### config.mk
export PLATFORM = sky130hd
export DESIGN_NAME = rtc_bus_sequencer
export DESIGN_NICKNAME = d
export VERILOG_FILES = /design/src/rtl/rtc_bus_sequencer.sv
export SDC_FILE = /design/constraint.sdc
export NUM_CORES = 1
export LEC_CHECK = 0
export BUFFER_PORTS_ARGS = -buffer_cell sky130_fd_sc_hd__buf_2
export CAP_MARGIN = 0
export CORE_ASPECT_RATIO = 1.75
export CORE_MARGIN = 10
export CORE_UTILIZATION = 47
export CTS_CLUSTER_DIAMETER = 40
export CTS_CLUSTER_SIZE = 16
export DETAILED_ROUTE_END_ITERATION = 10
export GPL_TIMING_DRIVEN = 0
export MAX_ROUTING_LAYER = met4
export PLACE_DENSITY = 0.86
export SYNTH_ARGS = -nofsm -noshare
export SYNTH_HDL_FRONTEND = slang
export SYNTH_SLANG_ARGS = --single-unit
### constraint.sdc
create_clock -name clock -period 1.9 [get_ports clock]
set_clock_uncertainty 0.15 [all_clocks]
set_input_delay 0.095 -clock clock [delete_from_list [all_inputs] [get_ports clock]]
set_output_delay 0.095 -clock clock [all_outputs]
set_load 0.005 [all_outputs]
### src/rtl/rtc_bus_sequencer.sv
// rtc_bus_sequencer
// Runs single-byte read/write transactions on the RTC chip's multiplexed
// address/data bus. Each transaction has an address strobe, a gap, a data
// strobe and a second gap. Every output is registered. Outputs are decoded
// from the next state, so they change on the same edge as the state.
module rtc_bus_sequencer #(
    parameter int unsigned T_STROBE = 8,
    parameter int unsigned T_GAP    = 4
) (
    input  logic       clock,
    input  logic       reset,
    input  logic       req_wr,
    input  logic       req_rd,
    input  logic [7:0] addr,
    input  logic [7:0] wr_data,
    output logic [7:0] rd_data,
    output logic       busy,
    output logic       done,
    output logic       cs_n,
    output logic       wr_n,
    output logic       rd_n,
    output logic       ad_n,
    output logic       ad_oe,
    output logic [7:0] ad_out,
    input  logic [7:0] ad_in
);

    localparam logic [2:0] S_IDLE  = 3'd0;
    localparam logic [2:0] S_A_STB = 3'd1;
    localparam logic [2:0] S_A_GAP = 3'd2;
    localparam logic [2:0] S_D_STB = 3'd3;
    localparam logic [2:0] S_D_GAP = 3'd4;

    // The phase counter counts down to zero. Loading it with T-1 gives T cycles per phase.
    localparam logic [7:0] STB_LOAD = 8'(T_STROBE - 1);
    localparam logic [7:0] GAP_LOAD = 8'(T_GAP - 1);

    logic [2:0] state;
    logic [2:0] state_nx;
    logic [7:0] cnt;
    logic [7:0] cnt_nx;

    // Operands latched when a request is accepted. op_wr=1 selects a write.
    logic       op_wr;
    logic       op_wr_nx;
    logic [7:0] op_addr;
    logic [7:0] op_addr_nx;
    logic [7:0] op_data;
    logic [7:0] op_data_nx;

    logic       capture;
    logic       done_nx;
    logic       busy_nx;
    logic       cs_n_nx;
    logic       wr_n_nx;
    logic       rd_n_nx;
    logic       ad_n_nx;
    logic       ad_oe_nx;
    logic [7:0] ad_out_nx;

    // Next-state, phase-counter and operand-latch logic
    always_comb begin
        state_nx   = state;
        cnt_nx     = cnt;
        op_wr_nx   = op_wr;
        op_addr_nx = op_addr;
        op_data_nx = op_data;
        capture    = 1'b0;
        done_nx    = 1'b0;
        case (state)
            S_IDLE: begin
                // If both requests are high, the write is taken and the read is dropped.
                if (req_wr || req_rd) begin
                    state_nx   = S_A_STB;
                    cnt_nx     = STB_LOAD;
                    op_wr_nx   = req_wr;
                    op_addr_nx = addr;
                    op_data_nx = wr_data;
                end
            end
            S_A_STB: begin
                if (cnt == 8'd0) begin
                    state_nx = S_A_GAP;
                    cnt_nx   = GAP_LOAD;
                end else begin
                    cnt_nx = cnt - 8'd1;
                end
            end
            S_A_GAP: begin
                if (cnt == 8'd0) begin
                    state_nx = S_D_STB;
                    cnt_nx   = STB_LOAD;
                end else begin
                    cnt_nx = cnt - 8'd1;
                end
            end
            S_D_STB: begin
                if (cnt == 8'd0) begin
                    state_nx = S_D_GAP;
                    cnt_nx   = GAP_LOAD;
                    // Sample the pad on the edge that ends the last read-strobe cycle.
                    capture  = ~op_wr;
                end else begin
                    cnt_nx = cnt - 8'd1;
                end
            end
            S_D_GAP: begin
                if (cnt == 8'd0) begin
                    state_nx = S_IDLE;
                    cnt_nx   = 8'd0;
                    done_nx  = 1'b1;
                end else begin
                    cnt_nx = cnt - 8'd1;
                end
            end
            default: begin
                state_nx = S_IDLE;
                cnt_nx   = 8'd0;
            end
        endcase
    end

    // Bus pin values for the state being entered
    always_comb begin
        cs_n_nx   = 1'b1;
        wr_n_nx   = 1'b1;
        rd_n_nx   = 1'b1;
        ad_n_nx   = 1'b1;
        ad_oe_nx  = 1'b0;
        ad_out_nx = 8'h00;
        case (state_nx)
            S_A_STB: begin
                cs_n_nx   = 1'b0;
                ad_n_nx   = 1'b0;
                ad_oe_nx  = 1'b1;
                ad_out_nx = op_addr_nx;
                wr_n_nx   = ~op_wr_nx;
                rd_n_nx   = op_wr_nx;
            end
            S_A_GAP: begin
                // Keep driving the address after the strobe to give address hold time.
                ad_oe_nx  = 1'b1;
                ad_out_nx = op_addr_nx;
            end
            S_D_STB: begin
                cs_n_nx = 1'b0;
                if (op_wr_nx) begin
                    wr_n_nx   = 1'b0;
                    ad_oe_nx  = 1'b1;
                    ad_out_nx = op_data_nx;
                end else begin
                    // Release the bus on this edge. rd_n is already high from the gap.
                    rd_n_nx = 1'b0;
                end
            end
            S_D_GAP: begin
                if (op_wr_nx) begin
                    ad_oe_nx  = 1'b1;
                    ad_out_nx = op_data_nx;
                end
            end
            default: ;
        endcase
        busy_nx = (state_nx != S_IDLE);
    end

    // State, counter and registered outputs. Reset returns them all to idle.
    always_ff @(posedge clock) begin
        if (reset) begin
            state   <= S_IDLE;
            cnt     <= 8'd0;
            busy    <= 1'b0;
            done    <= 1'b0;
            cs_n    <= 1'b1;
            wr_n    <= 1'b1;
            rd_n    <= 1'b1;
            ad_n    <= 1'b1;
            ad_oe   <= 1'b0;
            ad_out  <= 8'h00;
            rd_data <= 8'h00;
        end else begin
            state  <= state_nx;
            cnt    <= cnt_nx;
            busy   <= busy_nx;
            done   <= done_nx;
            cs_n   <= cs_n_nx;
            wr_n   <= wr_n_nx;
            rd_n   <= rd_n_nx;
            ad_n   <= ad_n_nx;
            ad_oe  <= ad_oe_nx;
            ad_out <= ad_out_nx;
            if (capture) begin
                rd_data <= ad_in;
            end
        end
    end

    // Operand latches. They are only read while busy, so they need no reset.
    always_ff @(posedge clock) begin
        op_wr   <= op_wr_nx;
        op_addr <= op_addr_nx;
        op_data <= op_data_nx;
    end

endmodule

==> results.json, run 1 <==
{
  "status": "complete, but fails checks",
  "violations": "hold timing, setup timing",
  "finalMaxSlewViolations": 0,
  "cts_buffers": 5,
  "post-place-ws_ps": -384,
  "leakagePower_nw": 1.46,
  "die-area_sq_um": 7590,
  "reg2reg_from": "state[0]$_SDFF_PP0_",
  "p_sw_share_pct": 40.4,
  "vias": 2161,
  "dp_hpwl_microns": 3710,
  "drive_above_1_share_pct": 43.0,
  "fp.coreArea_sq_um": 4360,
  "wl_met2_microns": 4630,
  "holdPathStages": 4,
  "min_period_ps": 2030,
  "holdWs_ps": -12.6,
  "crit_end": "ad_out[0]$_SDFF_PP0_",
  "slew_headroom_pct": 55.4,
  "clkPwrFrac_pct": 10.3,
  "reg2regPathDepth": 6,
  "r2r_slack_ps": -130,
  "synthCells": 207,
  "worstMarginPinSlew_ps": 667,
  "grt_pass1_wl_microns": 10800,
  "layout_commonest_cell": "buf_2",
  "synthDistinctLibCells": 46,
  "wire_per_inst_microns": 23.0,
  "cp.arrival_ps": 2080,
  "rsz0062_at_grt": "true",
  "firstDrtPassIters": 4,
  "num_rows": 32,
  "multi_input_area_sq_um": 1180,
  "synth_area_per_cell_sq_um": 10.1,
  "antenna_found_initial": 0,
  "route.met3.wl_microns": 459,
  "yosys_warnings": 0,
  "finalCritPeriodShare_pct": 107,
  "setup.worst_path.class": "reg -> reg",
  "combPwrFrac_pct": 58.1,
  "p_int_w": 0.00334,
  "synth_edf_count": 0,
  "setup.worst_path.start": "state[0]$_SDFF_PP0_",
  "fp.dieW_microns": 70.3,
  "setup_viol": 21,
  "worstPathMaxFanout": 10,
  "critPathCaptureType": "register",
  "cts_max_level": 2,
  "hold_viol_final": 2,
  "ys_seq_area_share_pct": 49.1,
  "seq_power_share_pct": 31.6,
  "drc": 0,
  "power-per-cell-area_nw_per_um2": 1730,
  "synth-seq-cells": 51,
  "postRouteAntennaNets": 0,
  "fill_cells": 215,
  "cts_buffer_depth": 2,
  "clock.fmax_ghz": 0.494,
  "grt_pass1_vias": 2148,
  "regArea_sq_um": 1030,
  "r2r-end": "ad_out[0]$_SDFF_PP0_",
  "power_switching_w": 0.00227,
  "drv_cap": 0,
  "nets": 344,
  "wl_met1_microns": 2830,
  "grt_overflow": 0,
  "routed_wl_microns": 8410,
  "grtUsageTotal_pct": 17.8,
  "peakVddDrop_uv": 1320,
  "area_growth_pct": 56.4,
  "async_flop_share_pct": 0,
  "hp-class": "in -> reg",
  "root_buffer": "clkbuf_8",
  "start_util_pct": 47.7,
  "num_antenna_cells": 0,
  "vias_per_cell": 5.92,
  "final_util_pct": 74.6,
  "final_cell_mix": "buf_2 (51), dfxtp_1 (47), dlygate4sd3_1 (24)",
  "die_y_microns": 108,
  "port_buffers": 50,
  "ioPinCount": 51,
  "syn-cell-area_sq_um": 2080,
  "start_kind": "register",
  "clock_sinks": 51,
  "highest_layer": "met4",
  "grt_max_degree": 14,
  "setup_ws_ps": -125,
  "synth.net_count": 236,
  "gp_congestion": 0.825,
  "synth_top_flop_cell": "dfxtp_1",
  "required_ps": 1950,
  "drt-initial-drc-count": 161,
  "clkTransAtPathRegs_ps": 80,
  "cts_tree": "built",
  "clock_latency_ps": 310
}
-- Yosys cell counts (all sizes together) (4+ instances only) --
cell type  instances  area [sq um]
mux2i             24           240
buf                4          47.5
a21oi              7          35.0
inv               20          75.1
nor2              19          87.6
nor3               6          35.0
dfxtp             51          1020
nand2             11          41.3
clkbuf             6          22.5
or3                5          36.3
o32ai              8          77.6
-- how the worst min path moves through the flow --
stage	startpoint	end	slack, ps
floorplan	wr_data[1]	op_data[1]$_DFF_P_	80
global placement	wr_data[4]	op_data[4]$_DFF_P_	170
detailed placement	addr[6]	op_addr[6]$_DFF_P_	180
CTS	req_rd	cnt[5]$_SDFFE_PP0P_	30
global route	req_rd	cnt[5]$_SDFFE_PP0P_	8
finish	req_wr	cnt[5]$_SDFFE_PP0P_	-10
-- per-layer routing --
metal	global-route usage [%]	vias up
li1	-	950
met1	15.8	1052
met2	34.0	114
met3	3.49	45
met4	9.63	0
met5	-	-
-- kinds of logic after synthesis --
| logic type | after synthesis | synth area share, % |
|---|---|---|
| flip-flops | 51 | 49.1 |
| multiplexers | 25 | 12.1 |
| AND/OR/NAND/NOR | 57 | 15.2 |
| AO/OA/AOI/OAI | 40 | 14.8 |
| adder cells (fa/ha/maj) | 1 | 0.601 |
| buffers and inverters | 30 | 6.97 |
| XOR/XNOR | 3 | 1.26 |
-- what timing repair did --
item | CTS | global route
hold endpoints to repair | 32 | 0
pin swaps | 7 | 10
setup endpoints to repair | 42 | 32
hold buffers | 24 | 0
buffers inserted | 9 | 18
resized for setup | 26 | 42
cloned | 1 | 1
-- metrics by stage --
step / setup TNS (ps) / total power (W) / hold WS [ps] / instance area (sq um) / std cells
floorplan: 0 / 0.00298 / 80.5 / 2090 / 207
finish: -1070 / 0.00561 / -12.6 / 3250 / 365
detailed placement: -8180 / 0.00345 / 178 / 2410 / 308
global route: -2270 / 0.00581 / 8.44 / 3250 / 365
CTS: -17.2 / 0.00444 / 33.1 / 2890 / 346
global placement: -6710 / 0.00338 / 169 / 2410 / 308
-- flip-flops by register name (all words and copies together) (netlist names), 3 cells and up --
name / count
rd_data: 8
op_data: 8
state: 3
cnt: 8
op_addr: 8
ad_out: 8
-- layout make-up --
type	instances	share of cell area (%)
inverter	20	2.46
tap	51	1.96
multi-input combinational	127	36.2
sequential	51	31.8
clock buffer	6	2.23
timing repair buffer	102	23.1
buffer	8	2.27
-- worst max-delay path: stages (launching register included) --
cell	delay, ps
dfxtp_1	340
buf_2	210
nor3_2	310
a22o_1	290
nand2b_1	160
buf_6	180
o32ai_2	270
-- power groups by stage --
| stage | sequential, W | clock, W | combinational (W) |
|---|---|---|---|
| after floorplan | 0.00164 | 0 | 0.00134 |
| after global placement | 0.00165 | 0 | 0.00173 |
| after detailed placement | 0.00166 | 0 | 0.00179 |
| after CTS | 0.00167 | 0.000578 | 0.00219 |
| after global routing | 0.00179 | 0.000620 | 0.00340 |
| final | 0.00177 | 0.000580 | 0.00326 |
Power figures use the tool's default switching activity.
==> inputs of run 2 (changes only) <==
- HOLD_SLACK_MARGIN: not set -> 0.15
==> run 2 against run 1 <==
Net effect: the run ends with setup timing left; clock power barely moved; wire length rose by 0.44%; core utilization rose by 1.7 points; critical path depth did not move; sequential share of layout area fell by 0.73 points; die area did not move.
==> results.json, run 2 (same netlist as run 1, synthesis figures left out) <==
{
  "status": "complete, but fails checks",
  "violations": "setup timing",
  "ioPinCount": 51,
  "root_buffer": "clkbuf_8",
  "critPathTopFamily": "compound AO/OA/AOI/OAI gates",
  "firstDrtPassIters": 5,
  "drive_above_1_share_pct": 43.3,
  "final_cell_mix": "buf_2 (50), dfxtp_1 (48), dlygate4sd3_1 (27)",
  "setup_tns_ps": -1110,
  "clkTransAtPathRegs_ps": 90,
  "required_ps": 1940,
  "finalCritPeriodShare_pct": 108,
  "critPathCaptureType": "register",
  "start_kind": "register",
  "routed_wl_microns": 8450,
  "use_met2_pct": 33.9,
  "finalMaxSlewViolations": 0,
  "design_area_sq_um": 3330,
  "setup.worst_path.start": "state[0]$_SDFF_PP0_",
  "busiest_layer": "met2",
  "clock.fmax_ghz": 0.487,
  "leakagePower_nw": 1.47,
  "vias": 2210,
  "hp-class": "reg -> reg",
  "seq_power_share_pct": 31.3,
  "hold_viol_final": 0,
  "worstMarginPinSlew_ps": 543,
  "setup_viol": 22,
  "rsz0062_at_grt": "true",
  "gp_congestion": 0.825,
  "cts_tree": "built",
  "finalPower_w": 0.00570,
  "clock_sinks": 51,
  "reg2regPathDepth": 6,
  "start_util_pct": 47.7,
  "antenna_found_initial": 0,
  "dp_hpwl_microns": 3710,
  "worst_path_max_delay_cell": "dfxtp_1",
  "die-area_sq_um": 7590,
  "max_stage_delay_ps": 340,
  "cts_max_level": 2,
  "r2r-end": "ad_out[0]$_SDFF_PP0_",
  "cts_buffers": 5,
  "drt-initial-drc-count": 185,
  "met3_usage_pct": 3.03,
  "grt_pass1_vias": 2092,
  "setup.worst_path.class": "reg -> reg",
  "cts_buffer_depth": 2,
  "drv_cap": 0,
  "power-per-cell-area_nw_per_um2": 1710,
  "worstPathMaxFanout": 10,
  "grt_overflow": 0,
  "port_buffers": 50,
  "grt_max_degree": 14,
  "met1_usage_pct": 15.8,
  "grtUsageTotal_pct": 17.3,
  "peakVddDrop_uv": 1240,
  "p_int_w": 0.00341,
  "nets": 344,
  "holdPathEnd": "op_data[1]$_DFF_P_",
  "cp.arrival_ps": 2090,
  "post_dp_cell_area_sq_um": 2410,
  "layout_commonest_cell": "buf_2",
  "fp.coreArea_sq_um": 4360,
  "power_switching_w": 0.00230,
  "combPwrFrac_pct": 58.5,
  "holdPathStages": 2,
  "slew_headroom_pct": 63.8,
  "drc": 0,
  "r2r_slack_ps": -150,
  "cp_cell_sequence": "clkbuf_2, nor3_2, a22o_1, nand2b_1, buf_6, o32ai_2",
  "postRouteAntennaNets": 0,
  "fp.dieW_microns": 70.3,
  "grt_pass1_wl_microns": 10500,
  "cp_num_buf_inv": 2,
  "clock_latency_ps": 310,
  "num_rows": 32,
  "p_sw_share_pct": 40.3,
  "wire_per_inst_microns": 23.1,
  "min_from": "op_data[1]$_DFF_P_",
  "vias_per_cell": 6.05,
  "area_growth_pct": 59.9,
  "clkPwrFrac_pct": 10.2,
  "setup_ws_ps": -152,
  "min_period_ps": 2050,
  "num_antenna_cells": 0,
  "reg2reg_from": "state[0]$_SDFF_PP0_",
  "die_y_microns": 108
}
[run 2: cell count changes in the layout (fill, tap and decap cells not counted), moves of 2 or more]
cell / delta
dlygate4sd3_1: +3
mux2i_1: -4
buf_6: -2
mux2i_4: +2
mux2i_2: +2
buf_4: -3
[run 2: cell type report]
type,instances,area [sq um]
tap,51,63.8
clock buffer,6,72.6
timing repair buffer,102,783
buffer,8,73.8
sequential,51,1030
inverter,20,80.1
fill,220,1040
multi-input combinational,127,1220
[run 2: worst max-delay path by stage]
stage                                      end  cells after the start
final                     ad_out[0]$_SDFF_PP0_                      6
after global routing      ad_out[6]$_SDFF_PP0_                      6
after CTS                 ad_out[4]$_SDFF_PP0_                      5
after detailed placement       ad_n$_SDFF_PP1_                      6
after global placement         ad_n$_SDFF_PP1_                      6
after floorplan           ad_out[0]$_SDFF_PP0_                      7
[run 2: repair_timing]
item / 4_1_cts / 5_1_grt
gates cloned: 1 / 2
hold buffers: 27 / 0
setup endpoints to repair: 42 / 32
setup buffers: 9 / 14
pin swaps: 7 / 11
hold endpoints to repair: 40 / 0
gates resized for setup: 26 / 46
[run 2: power by group through the flow]
stage / logic (W) / clock network, W / registers [W]
floorplan: 0.00134 / 0 / 0.00164
global placement: 0.00173 / 0 / 0.00165
detailed placement: 0.00179 / 0 / 0.00166
CTS: 0.00219 / 0.000578 / 0.00167
global route: 0.00348 / 0.000612 / 0.00181
finish: 0.00334 / 0.000583 / 0.00178
[run 2: tightest hold or removal path: stages (launching register included)]
cell and delay (ps):
dfxtp_1 330, mux2i_1 90, inv_1 50
[run 2: routing by layer]
metal | up-vias | wire (microns)
met2 | 126 | 4600
met3 | 42 | 410
met1 | 1086 | 2910
li1 | 956 | -
met4 | 0 | 527
met5 | - | 0
[run 2: metrics by stage]
step	setup WS, ps	utilization, %	std cells	hold WS, ps
after floorplan	0.176	-	207	80.5
after CTS	-11.6	66.9	349	314
after global placement	-345	55.2	308	169
after global routing	-179	76.2	365	353
after detailed placement	-384	55.2	308	178
final	-152	76.2	365	348
==> inputs of run 3 (changes only) <==
- BUFFER_PORTS_ARGS: -buffer_cell sky130_fd_sc_hd__buf_2 -> not set
- CORE_UTILIZATION: 47 -> 51
- DONT_BUFFER_PORTS: not set -> 1
- PLACE_DENSITY: 0.86 -> 0.81
==> run 3 against run 2 <==
Net effect: highest routed layer unchanged; via count down 11%; hold slack worse by 19 ps; clock-buffer cell count unchanged; the flow still finishes with violations (setup timing); sequential cell count unchanged; non-clock buffer count down 53.
==> results.json, run 3 (same netlist as run 1, synthesis figures left out) <==
{
  "status": "complete, but fails checks",
  "violations": "setup timing",
  "clock_latency_ps": 310,
  "grt_overflow": 0,
  "start_kind": "register",
  "cts_tree": "built",
  "worstMarginPinSlew_ps": 540,
  "design_area_sq_um": 2980,
  "setup_ws_ps": -107,
  "vias": 1968,
  "drc": 0,
  "rsz0062_at_grt": "true",
  "port_buffers": 0,
  "finalMaxSlewViolations": 0,
  "cts_buffer_depth": 2,
  "final_cell_mix": "dfxtp_1 (47), dlygate4sd3_1 (27), buf_4 (20)",
  "routed_wl_microns": 7420,
  "fp.dieW_microns": 68.3,
  "wire_per_inst_microns": 23.8,
  "ioPinCount": 51,
  "layout_commonest_cell": "dfxtp_1",
  "finalPower_w": 0.00540,
  "root_buffer": "clkbuf_8",
  "grt_pass1_vias": 1860,
  "start_util_pct": 53.3,
  "area_growth_pct": 43.2,
  "drv_cap": 0,
  "gp_congestion": 0.824,
  "die-area_sq_um": 7140,
  "finalCritPeriodShare_pct": 106,
  "hp-class": "reg -> reg",
  "leakagePower_nw": 1.24,
  "power-per-cell-area_nw_per_um2": 1810,
  "final_util_pct": 76.3,
  "antenna_found_initial": 1,
  "cts_max_level": 2,
  "clock.fmax_ghz": 0.498,
  "post_dp_cell_area_sq_um": 2150,
  "num_rows": 30,
  "clkTransAtPathRegs_ps": 90,
  "cp.arrival_ps": 2050,
  "drt-initial-drc-count": 135,
  "postRouteAntennaNets": 0,
  "drive_above_1_share_pct": 29.3,
  "grtUsageTotal_pct": 17.8,
  "setup_tns_ps": -424,
  "hold_viol_final": 0,
  "slew_headroom_pct": 63.7,
  "worstPathMaxFanout": 5,
  "min_period_ps": 2010,
  "fp.coreArea_sq_um": 3900,
  "critPathCaptureType": "register",
  "cts_buffers": 5,
  "die_y_microns": 104,
  "grt_max_degree": 17,
  "peakVddDrop_uv": 1340,
  "vias_per_cell": 6.31,
  "required_ps": 1940,
  "setup_viol": 11,
  "clock_sinks": 51,
  "grt_pass1_wl_microns": 9560,
  "firstDrtPassIters": 5,
  "setup.worst_path.class": "reg -> reg",
  "nets": 291,
  "dp_hpwl_microns": 3560
}
[run 3: cell count changes in the layout (fill, tap and decap cells not counted), moves of 3 or more]
cell / change
buf_12: -3
buf_2: -49
buf_6: -3
dfxtp_2: +3
mux2i_1: +4
mux2i_2: -3
[run 3: critical path: stages (launching register included)]
cell and delay (ps):
dfxtp_2 350, inv_2 50, ha_4 150, nor4b_4 120, buf_4 170, buf_4 140
a21oi_4 220, a2bb2oi_2 160, o32ai_1 380
[run 3: layer usage]
layer	vias up	routed length (microns)	global-route usage, %
met3	35	504	3.88
met1	953	2490	17.1
met5	-	0	-
li1	853	-	-
met4	0	359	9.68
met2	127	4070	31.0
[run 3: repair_timing]
action                                  CTS  global route
gates resized for setup                  26            30
buffers inserted                         11            10
cloned                                    1             2
endpoints found under the setup margin   42            42
pin swaps                                 5             7
hold buffers                             27             0
hold endpoints to repair                 48             0
[run 3: final timing paths]
check / start / end / slack (ps) / cells after the start
worst max-delay path: cnt[1]$_SDFFE_PP0P_ / ad_out[5]$_SDFF_PP0_ / -110 / 8
worst min-delay path: op_data[5]$_DFF_P_ / op_data[5]$_DFF_P_ / 330 / 2
worst min register to register: op_data[5]$_DFF_P_ / op_data[5]$_DFF_P_ / 330 / 2
worst max register to register: cnt[1]$_SDFFE_PP0P_ / ad_out[5]$_SDFF_PP0_ / -110 / 8
[run 3: cell type report]
type                       count  area, sq um
clock inverter                 2         38.8
inverter                      20         75.1
fill                         221          923
multi-input combinational    127         1150
sequential                    51         1030
clock buffer                   6         82.6
antenna                        1         2.50
tap                           48         60.1
timing repair buffer          50          473
buffer                         7         65.1
[run 3: power breakdown]
part	total, W	internal, W	switching [W]	leakage, nW
Combinational	0.00281	0.00137	0.00144	0.756
Clock	0.000800	0.000433	0.000366	0.0618
Sequential	0.00179	0.00147	0.000318	0.424
[run 3: metrics by stage]
stage / hold WS, ps / cells / setup slack [ps]
after floorplan: 80.5 / 207 / 0.176
after global placement: 87.0 / 255 / -340
after detailed placement: 90.4 / 255 / -362
after CTS: 317 / 301 / -11.6
after global routing: 345 / 312 / -160
final: 329 / 312 / -107
